<file path="src/rtl/uart_wb_bridge_resp.sv">
// uart_wb_resp: serializes a left-aligned word (1 or 4 bytes) MSB first
// to the UART transmitter; o_done is high during the final tx_wr cycle.
module uart_wb_resp (
   input  logic        clk,
   input  logic        reset_n,
   input  logic        i_load,
   input  logic [31:0] i_word,
   input  logic        i_four,
   input  logic        i_tx_busy,
   output logic [7:0]  o_tx_data,
   output logic        o_tx_wr,
   output logic        o_done
);

   logic [31:0] r_word;
   logic [2:0]  r_left;
   logic        r_hold;
   logic [7:0]  r_tx_data;
   logic        r_tx_wr;
   logic        w_send;

   // busy is not trusted in the strobe cycle nor in the one after it
   assign w_send = (r_left != 3'd0) && !r_tx_wr && !r_hold && !i_tx_busy;

   // load the word, then emit one byte per free transmitter slot
   always_ff @(posedge clk or negedge reset_n) begin
      if (!reset_n) begin
         r_word    <= '0;
         r_left    <= '0;
         r_hold    <= 1'b0;
         r_tx_data <= '0;
         r_tx_wr   <= 1'b0;
      end else begin
         r_hold  <= r_tx_wr;
         r_tx_wr <= 1'b0;
         if (i_load) begin
            r_word <= i_word;
            r_left <= i_four ? 3'd4 : 3'd1;
         end else if (w_send) begin
            r_tx_data <= r_word[31:24];
            r_word    <= {r_word[23:0], 8'h00};
            r_left    <= r_left - 3'd1;
            r_tx_wr   <= 1'b1;
         end
      end
   end

   assign o_tx_data = r_tx_data;
   assign o_tx_wr   = r_tx_wr;
   assign o_done    = r_tx_wr && (r_left == 3'd0);

endmodule

</file>
<file path="config.mk">
export PLATFORM = sky130hd
export DESIGN_NAME = uart_wb_resp
export DESIGN_NICKNAME = d
export VERILOG_FILES = /design/src/rtl/uart_wb_bridge_resp.sv
export SDC_FILE = /design/constraint.sdc
export NUM_CORES = 1
export LEC_CHECK = 0
export CAP_MARGIN = 0
export CORE_UTILIZATION = 45
export DETAILED_ROUTE_END_ITERATION = 6
export MAX_ROUTING_LAYER = met4
export PLACE_DENSITY = 0.75
export SLEW_MARGIN = 20
export SYNTH_ARGS = -nofsm -noshare
export SYNTH_HDL_FRONTEND = slang
export SYNTH_SLANG_ARGS = --single-unit
</file>
<file path="constraint.sdc">
create_clock -name clk -period 1.7 [get_ports clk]
set_input_delay 0.34 -clock clk [delete_from_list [all_inputs] [get_ports clk]]
set_output_delay 0.34 -clock clk [all_outputs]
set_load 0.01 [all_outputs]
</file>
# == Word level (Yosys, flattened, before mapping) ==
# Index checks and enable logic that the tools add are counted.
# W data, S select, Z words.
# classes
bitwise,1
reduce_logical,11
addsub,1
n_mux,7
# op_table
op,count
$mux W32,2
$mux W3,3
$logic_and A1 B1 Y1,4
$logic_not A1 Y1,3
$logic_not A3 Y1,1
$reduce_bool A3 Y1,1
$sub A3 B1 Y3 const B,1
$mux W1,2
$reduce_and A2 Y1,1
$reduce_bool A2 Y1,1
$not A1 Y1,1
# totals
register_bits,45
input_bits,37
output_inout_bits,10
elab_cells,25

# == Longest topological paths before layout ==
# Gate-level depths: netlist (run 1).
# logic_depth
ltp_word,6
ltp_mapped,7
ltp_nobuf,5

# == Worst setup path before layout (run 1) ==
# No wires, ideal clock.
# synth_timing
kind,reg2out
start,register r_left[0]
end,output o_done
path_slack_ps,-113
path_stages_with_launch,7
t_arrival_ps,1473
path_cell_list,dfrtp_1 inv_1 ha_1 nor2b_1 buf_2 buf_2 and2_1
# synth_via
elab_chain_cells,2
# synth_lines
element,line,rtl
from (decl),16,logic [2:0] r_left;
from (signal assigned),38,r_left <= i_four ? 3'd4 : 3'd1;
from (signal assigned),42,r_left <= r_left - 3'd1;
$logic_not A3 Y1,50,assign o_done = r_tx_wr && (r_left == 3'd0);
$logic_and A1 B1 Y1,50,
to (decl),12,output logic o_done
# No other way between the ends.

# == Final worst setup path (run 1) ==
# layout_timing
start,register r_left[0]
end,register r_word[17]
# layout_via
elab_chain_cells,5
# layout_lines
element,line,rtl
$reduce_bool A3 Y1,23,assign w_send = (r_left != 3'd0) && !r_tx_wr && !r_hold && !i_tx_busy;
$logic_and A1 B1 Y1 (3 in series),23,
$reduce_bool A2 Y1 (no source line),n/a,
to (signal assigned),37,r_word <= i_word;
to (signal assigned),41,"r_word <= {r_word[23:0], 8'h00};"
to (decl),15,logic [31:0] r_word;
# No other way between the ends.
# A chain may end at the register's enable or synchronous reset.

==> run summary, run 1 <==
The run finished, with violations left. The final reports fail on setup timing. The number of max-slew violations in the final report was 0. Using the TritonRoute via totals, the vias-per-cell ratio works out to 5.78. The portion of synthesized area spent on multiplexers is 4.13%. Fraction of the cycle the final worst path needs: 107%.

Summing the areas of all compound-gate instances in the mapped netlist gives 14.9% of the synthesized area. The routed length on met3 is 177 um. The tools report the highest clock frequency the design can meet as 550 MHz.

For this design, the sink count on the clock tree is 45. The tools report the number of failing hold endpoints at the final stage as 0. Once placement completed, the tool counted placed cells totaling 290. The congestion estimate from routability-driven global placement came to 0.749. From left edge to right edge, the die measures 71.6 um. Compared with the post-synthesis result, the final layout area differs by 38.7%. The first global-routing pass estimated 8560 um of wire. The startpoint type of the worst setup path was a flip-flop. The type of the worst setup path was reg2reg. The origin of the worst setup path is r_left[0]$_DFFE_PN0P_. The logic depth of the worst register-to-register path came out at 7. The most used flip-flop cell after synthesis is sky130_fd_sc_hd__dfrtp_1.

The master of the slowest instance on the critical path was sky130_fd_sc_hd__or3_4. Once layout is complete, the cells apart from fillers number 304. Fill cells in the final layout number 372.

The number of top-level pins came out at 47. The tools report the overall power after layout as 3.18 mW. STA puts the critical path data arrival time at 1.99 ns.

Of all cell types, the one taking the most synthesized area is sky130_fd_sc_hd__dfrtp_1. Setup repair after global routing could not meet its margin everywhere. The transition time of the tightest slew-check pin came out at 0.411 ns.

Synthesis produced a netlist with a net count of 230. The adder-cell share of the synthesized area was 1.15%; the total number of vias was 1758. 0 antenna diodes ended up in the layout.

Summing all multi-input logic gate instances after layout gives 1010 um^2. In this run the critical register-to-register path is captured at r_word[17]$_DFFE_PN0P_. The H-tree generated during clock tree synthesis spans 2 levels. The commonest cells after synthesis are 45 x sky130_fd_sc_hd__dfrtp_1, 25 x sky130_fd_sc_hd__nor2b_1, 24 x sky130_fd_sc_hd__a221o_1, 16 x sky130_fd_sc_hd__nor4b_1, 14 x sky130_fd_sc_hd__clkbuf_1. The critical path crosses 7 cells after its start point. For the final database, setup skew stands at 0.00600 ns. The sum of buffers and inverters on the critical path is 3. For the tightest slew margin relative to the limit, the log shows 72.2%. The largest single stage delay on the critical path is 0.41 ns.

Entering global routing, the biggest net connects 46 pins. The final layout contains routed wiring with a total length of 5060 um. The run gives 51.6% as the share of the yosys chip area belonging to registers.

Counting flops with a built-in enable in the synthesized netlist gives 0. The highest signal layer in the routed design was met4. For this block, wires on met1 add up to 2260 um.

The floorplan die height came out at 71.6 um. The total overflow left after global routing is 0. The number of warning messages in the yosys log was 0; the number of antenna violations at the first check in global routing was 0.

The number of design rule violations left after detail routing was 0. A synthesized cell averages 11.4 um^2. The basic-gate share of the synthesized area counting and, or, nand and nor cells was 23.0%; the first-pass detailed-route iteration total was 4.

Summing the areas of all xor and xnor instances in the mapped netlist gives 0% of the synthesized area. The worst-skew pair later-pin latency was 0.29 ns; the setup slack on the worst flop-to-flop path was -0.12 ns. TritonCTS created 5 clock buffers. Summed instance area of the synthesized netlist: 2180 um^2.

The total half-perimeter wirelength after legalization and detailed placement was 3190 um; the final critical path time including I/O delays and setup was 1.82 ns. For this block, the initial DRC count from the detailed router was 144. The initial cell density of the core is 48.4%.

The static leakage came out at 1.26 nW. The detail route stage leaves a number of antenna-violating nets equal to 0. In the final design database the tool counted 290 nets.

In this run the clock root is driven by a sky130_fd_sc_hd__clkbuf_8. The critical path ends at r_word[17]$_DFFE_PN0P_. Ranked by total cell area, the synthesized netlist is headed by sky130_fd_sc_hd__dfrtp_1 52%, sky130_fd_sc_hd__a221o_1 11%, sky130_fd_sc_hd__nor2b_1 7.2%, sky130_fd_sc_hd__nor4b_1 6.4%, sky130_fd_sc_hd__mux2_2 4.1%. Data on the critical path is required at its endpoint by 1.87 ns. The kind of path behind the tightest hold check is in2async. For this run, the total global-route usage over all layers was measured as 22.4%.

The final routed wire length divided by cell count was 16.7 um; the share of async-settable or async-resettable flops after synthesis was 100%. By instance count, the leading cell after synthesis is sky130_fd_sc_hd__dfrtp_1. On the critical path the largest part of the delay comes from simple AND/OR/NAND/NOR gates.

The floorplan step defined a die boundary enclosing 5130 um^2. The number of rows in the core area was 24. The logs give 1817 for the number of global-route vias before repair and -0.259 ns for the worst setup slack before clock tree synthesis. Of the cells placed in the final design, the portion with a size suffix greater than 1 is 21.0%. The logs give 0.000588 V for the largest vdd supply drop and -0.118 ns for the smallest setup slack after layout.

Dividing total power by cell area gives a power density of 1050 nW/um^2. The highest fanout seen on the critical path works out to 10. For the final worst hold slack, the log shows 0.0102 ns. Setup violations remaining at the end of the flow were counted as 33.

After synthesis the netlist holds a flip-flop and latch count of 45. The worst register-to-register path begins at r_left[0]$_DFFE_PN0P_. Summed over its instances, the top area cell type makes up 51.6% of the synthesized netlist area. The run gives 1130 um^2 as the register cell area after layout.

In the detailed route, the total length drawn on met2 is 2520 um. Max-cap violations in this run came to 0. The nature of the critical path endpoint is a flip-flop.

Clock-pin slew was measured on the worst setup and hold paths at 0.08 ns. Number of input and output port buffers inserted: 46. Combinational family with the most area after synthesis: simple AND/OR/NAND/NOR gates. TritonCTS built the clock tree. After floorplanning, the core was sized to cover 4500 um^2. Synthesis produced 191 cells. In this run the deepest clock path goes through 2 buffers.

The synthesized netlist contains 26 unique library cells. Walking the worst path, the cells encountered are inv_2, ha_4, nor2b_4, buf_6, or3_4, buf_8, a221o_1.
-- cell usage in the layout, fill, tap and decap left out, types with 3 or more instances in the layout --
cell and count:
sky130_fd_sc_hd__dfrtp_1 45, sky130_fd_sc_hd__clkdlybuf4s50_1 43, sky130_fd_sc_hd__nor2b_1 24, sky130_fd_sc_hd__a221o_1 24, sky130_fd_sc_hd__buf_4 20, sky130_fd_sc_hd__nor4b_1 16
sky130_fd_sc_hd__nand2b_1 10, sky130_fd_sc_hd__nand2_1 9, sky130_fd_sc_hd__nor4_1 9, sky130_fd_sc_hd__o21ai_0 8, sky130_fd_sc_hd__mux2_4 8, sky130_fd_sc_hd__clkbuf_8 6
sky130_fd_sc_hd__buf_6 3, sky130_fd_sc_hd__buf_2 3
-- metrics by stage --
stage               setup TNS (ns)  cell area, um^2  util, %
finish                       -2.84             3020     67.1
global route                 -4.58             3020     67.1
CTS                          -3.38             2990     66.4
detailed placement           -5.72             2790     61.8
global placement             -5.25             2790     61.8
floorplan                   -0.886             2190        -
-- how the worst min path moves through the flow --
stage,slack [ns],depth (start not counted),end
2_1_floorplan,0.04,0,o_tx_data[0]$_DFFE_PN0P_
3_3_place_gp,0.34,2,r_word[4]$_DFFE_PN0P_
3_5_place_dp,0.34,2,r_word[4]$_DFFE_PN0P_
4_1_cts,0.01,2,r_word[4]$_DFFE_PN0P_
5_1_grt,0.02,2,r_word[2]$_DFFE_PN0P_
6_report,0.01,2,r_word[2]$_DFFE_PN0P_
-- layer usage --
layer,vias to the layer above,global-route usage [%]
met1,867,28.4
met5,-,-
met3,8,4.36
li1,830,-
met2,53,35.4
met4,0,9.15
-- what timing repair did --
action | CTS | global route
gates resized for setup | 23 | 4
pin swaps | 8 | 6
hold buffers | 0 | 0
gates cloned | 1 | 0
endpoints found under the setup margin | 34 | 42
buffers inserted | 3 | 2
-- area by class of cell --
class,count,share of cell area [%]
clock buffer,7,2.85
clock inverter,1,0.993
inverter,3,0.372
multi-input combinational,123,33.3
sequential,45,37.2
tap,52,2.15
timing repair buffer,73,23.1
-- worst register-to-register path, stage by stage (launching register included) --
cell                      delay, ns
sky130_fd_sc_hd__dfrtp_1       0.37
sky130_fd_sc_hd__inv_2         0.06
sky130_fd_sc_hd__ha_4          0.16
sky130_fd_sc_hd__nor2b_4       0.12
sky130_fd_sc_hd__buf_6         0.12
sky130_fd_sc_hd__or3_4         0.41
sky130_fd_sc_hd__buf_8         0.16
sky130_fd_sc_hd__a221o_1       0.30
-- power breakdown --
group / switching, mW / leakage, nW / internal, mW
registers: 0.0820 / 0.555 / 1.26
clock network: 0.352 / 0.0585 / 0.479
logic: 0.408 / 0.650 / 0.601
total: 0.842 / 1.26 / 2.34
-- registers in the layout, indices dropped and copies added (netlist names) --
register,flops
r_word,32
o_tx_data,8
r_left,3
o_tx_wr,1
r_hold,1
-- logic make-up (layout without fill, tap and decap cells) --
kind of cell    after synthesis  count (layout)
flops                        45              45
fa+ha+maj                     2               2
buf+inv                      23              84
mux                           8               8
simple gates                 75              75
compound gates               38              38
Power figures use the tool's default switching activity.
==> run 2, diff against run 1 <==
--- a/config.mk
+++ b/config.mk
@@ -10,6 +10,7 @@
 export DETAILED_ROUTE_END_ITERATION = 6
 export MAX_ROUTING_LAYER = met4
 export PLACE_DENSITY = 0.75
+export SETUP_SLACK_MARGIN = 0.02
 export SLEW_MARGIN = 20
 export SYNTH_ARGS = -nofsm -noshare
 export SYNTH_HDL_FRONTEND = slang
==> run 2 against run 1 <==
  * The run still ends with setup timing left
  * Flip-flop and latch count stayed put
  * Cell count stayed put
  * Hold slack worse by 0.00075 ns
  * Highest routed layer unchanged
==> run summary, run 2 (same netlist as run 1, synthesis figures left out) <==
The run finished, with violations left. The checks that failed: setup timing. The number of flip-flops in the largest register works out to 32 (unchanged).

The startpoint identified for the worst register-to-register timing path is r_left[0]$_DFFE_PN0P_. The overall power after layout is 3.18 mW (about the same), and the via density per instance is 5.78 (unchanged). The CTS root buffer was sky130_fd_sc_hd__clkbuf_8.

Fraction of the cycle the final worst path needs: 107% (+0.20 points). The floorplan die height was 71.6 um (unchanged). Setup repair after global routing could not meet its margin everywhere. The logs give 0 (unchanged) for the number of failing hold endpoints at the final stage and 0.00944 ns (-0.000747 ns) for the final worst hold slack.

The worst-skew pair later-pin latency was 0.29 ns (about the same); the number of nets with antenna violations after detailed routing was 0 (unchanged). The logs give 48.4% (unchanged) for the initial cell density of the core and 1.26 nW (unchanged) for the static leakage. The run gives -0.12 ns (about the same) as the setup slack on the worst flop-to-flop path.

The critical path goes through inv_2, ha_4, nor2b_4, buf_6, or3_4, buf_8, a221o_1. The critical path data required time is 1.88 ns (about the same). The number of top-level pins came out at 47 (unchanged).

Number of max-slew violations in the final report: 0 (unchanged). Leading cell type in the layout, fill and taps excluded: sky130_fd_sc_hd__dfrtp_1. Final setup skew: 0.00533 ns (-0.000679 ns).

The worst hold path belongs to the class in2async. The run gives 5130 um^2 (unchanged) as the area of the die. The total inserted antenna cells was 0 (unchanged). The run gives 0 (unchanged) as the total congestion overflow after global routing. The final routed wire length divided by cell count was 16.6 um (-0.16%); the clock transition at the register clock pins on the worst setup and hold paths after CTS was 0.08 ns (about the same).

Tracing the worst setup path back leads to its startpoint at r_left[0]$_DFFE_PN0P_. The library cells used most frequently in the layout, excluding fill and tap cells, are 45 x sky130_fd_sc_hd__dfrtp_1, 43 x sky130_fd_sc_hd__clkdlybuf4s50_1, 24 x sky130_fd_sc_hd__nor2b_1, 24 x sky130_fd_sc_hd__a221o_1, 20 x sky130_fd_sc_hd__buf_4. The logs give 0 (unchanged) for the number of design rule violations left after detail routing and 1817 (unchanged) for the number of global-route vias before repair. The width of the die is 71.6 um (unchanged). The run gives 0 (unchanged) as the reported max-cap violation count. The total half-perimeter wirelength after legalization and detailed placement was 3190 um (unchanged).

The number of buffers created by CTS was 5 (unchanged). Detailed-route wire length: 5060 um (-0.16%). The run gives 0 (unchanged) as the number of antenna violations at the first check in global routing. H-tree depth: 2 (unchanged). The type of the worst setup path is reg2reg.

The aggregate global-route resource usage was 22.4% (unchanged); the highest clock frequency the design can meet was 549 MHz (-0.18%). The first-pass detailed-route iteration total was 4 (unchanged). For the placer congestion estimate, the log shows 0.749 (unchanged).

The logs give 290 (unchanged) for the number of cells in the design after placement and 72.5% (+0.32 points) for the tightest slew margin relative to the limit. The endpoint identified for the worst register-to-register timing path is r_word[17]$_DFFE_PN0P_. The accumulated negative setup slack is -2.85 ns (-0.00840 ns). The count of clock tree sinks came out at 45 (unchanged). The first-pass GRT wire length was 8560 um (unchanged); the highest fanout seen on the critical path was 10 (unchanged). The run gives 24 (unchanged) as the number of rows in the core area. The master of the slowest instance on the critical path was sky130_fd_sc_hd__or3_4. The total number of vias came out at 1758 (unchanged).

The number of input and output port buffers inserted came out at 46 (unchanged). For the largest vdd supply drop, the log shows 0.000589 V (+0.11%). The most flop-heavy register is r_word. In this run the worst setup path terminates at r_word[17]$_DFFE_PN0P_.

TritonCTS built the clock tree. The worst stage delay on the critical path is 0.41 ns (about the same). Final cell count without fillers: 304 (unchanged). The largest net degree at the start of global routing was 46 (unchanged). The startpoint type of the worst setup path was a flip-flop. The final critical path time including I/O delays and setup came out at 1.82 ns (+0.00335 ns). The starting DRC count in detailed routing is 144 (unchanged). The power per unit of standard cell area is 1050 nW/um^2 (about the same), and the area of the placeable core is 4500 um^2 (unchanged). The final-layout fill cell count was 372 (unchanged); the buffer depth of the longest clock path was 2 (unchanged). For the critical path arrival, the log shows 2.00 ns (about the same).

The tools report the final setup violation count as 33 (unchanged). The smallest setup slack after layout was -0.121 ns (-0.00335 ns). The signed area change from the synthesized netlist to the final layout is 38.7% (unchanged), and the logic depth of the worst register-to-register path is 7 (unchanged). The worst setup path is captured at a flip-flop. The net count reported at finish is 290 (unchanged), and the quantity of hold-fixing buffers added after cts is 0 (unchanged). The layout cell share with drive strength beyond 1 was 21.0% (unchanged); the transition time of the tightest slew-check pin was 0.406 ns (-0.00475 ns).
==> run 2: per-stage QoR <==
stage,instance area [um^2],utilization [%],setup WS [ns]
floorplan,2190,-,-0.0467
global placement,2790,61.8,-0.232
detailed placement,2790,61.8,-0.259
CTS,2990,66.4,-0.152
global route,3020,67.1,-0.160
finish,3020,67.1,-0.121
==> run 2: per-layer routing <==
metal  vias to the layer above  track usage [%]  part of all wire, %
met5                         -                -                    0
met4                         0             9.15                  2.1
met3                         8             4.36                  4.0
met2                        57             35.4                   50
met1                       865             28.4                   44
li1                        828                -                    -
==> run 2: repair_timing <==
item                       in CTS  in global routing
setup endpoints to repair      34                 43
pin swaps                       8                  7
buffers inserted                3                  2
hold endpoints to repair        0                  0
resized for setup              23                  4
cloned                          1                  0
==> run 2: final cells by class <==
type | instances | area [um^2] | area share (%)
multi-input cells | 123 | 1010 | 33.3
repair buffers | 73 | 699 | 23.1
inverters | 3 | 11.3 | 0.372
well taps | 52 | 65.1 | 2.15
clock inverters | 1 | 30.0 | 0.993
clock buffers | 7 | 86.3 | 2.85
flip-flops and latches | 45 | 1130 | 37.2
==> run 2: worst min path at each step <==
stage | from | end | depth (start not counted)
finish | reset_n | r_word[2]$_DFFE_PN0P_ | 2
global route | reset_n | r_word[2]$_DFFE_PN0P_ | 2
CTS | reset_n | r_word[4]$_DFFE_PN0P_ | 2
detailed placement | reset_n | r_word[4]$_DFFE_PN0P_ | 2
global placement | reset_n | r_word[4]$_DFFE_PN0P_ | 2
floorplan | reset_n | o_tx_data[0]$_DFFE_PN0P_ | 0
==> run 2: power breakdown <==
part	internal, mW	total (mW)	switching, mW
sequential	1.26	1.34	0.0817
combinational	0.601	1.01	0.407
clock	0.479	0.833	0.354
==> run 2: worst max-delay path: cells and delay by family (launching register included) <==
family,cells,cell delay (ns)
buffers and inverters,3,0.34
flip-flops,1,0.37
adder cells (fa/ha/maj),1,0.16
AO/OA/AOI/OAI,1,0.30
AND/OR/NAND/NOR,2,0.53
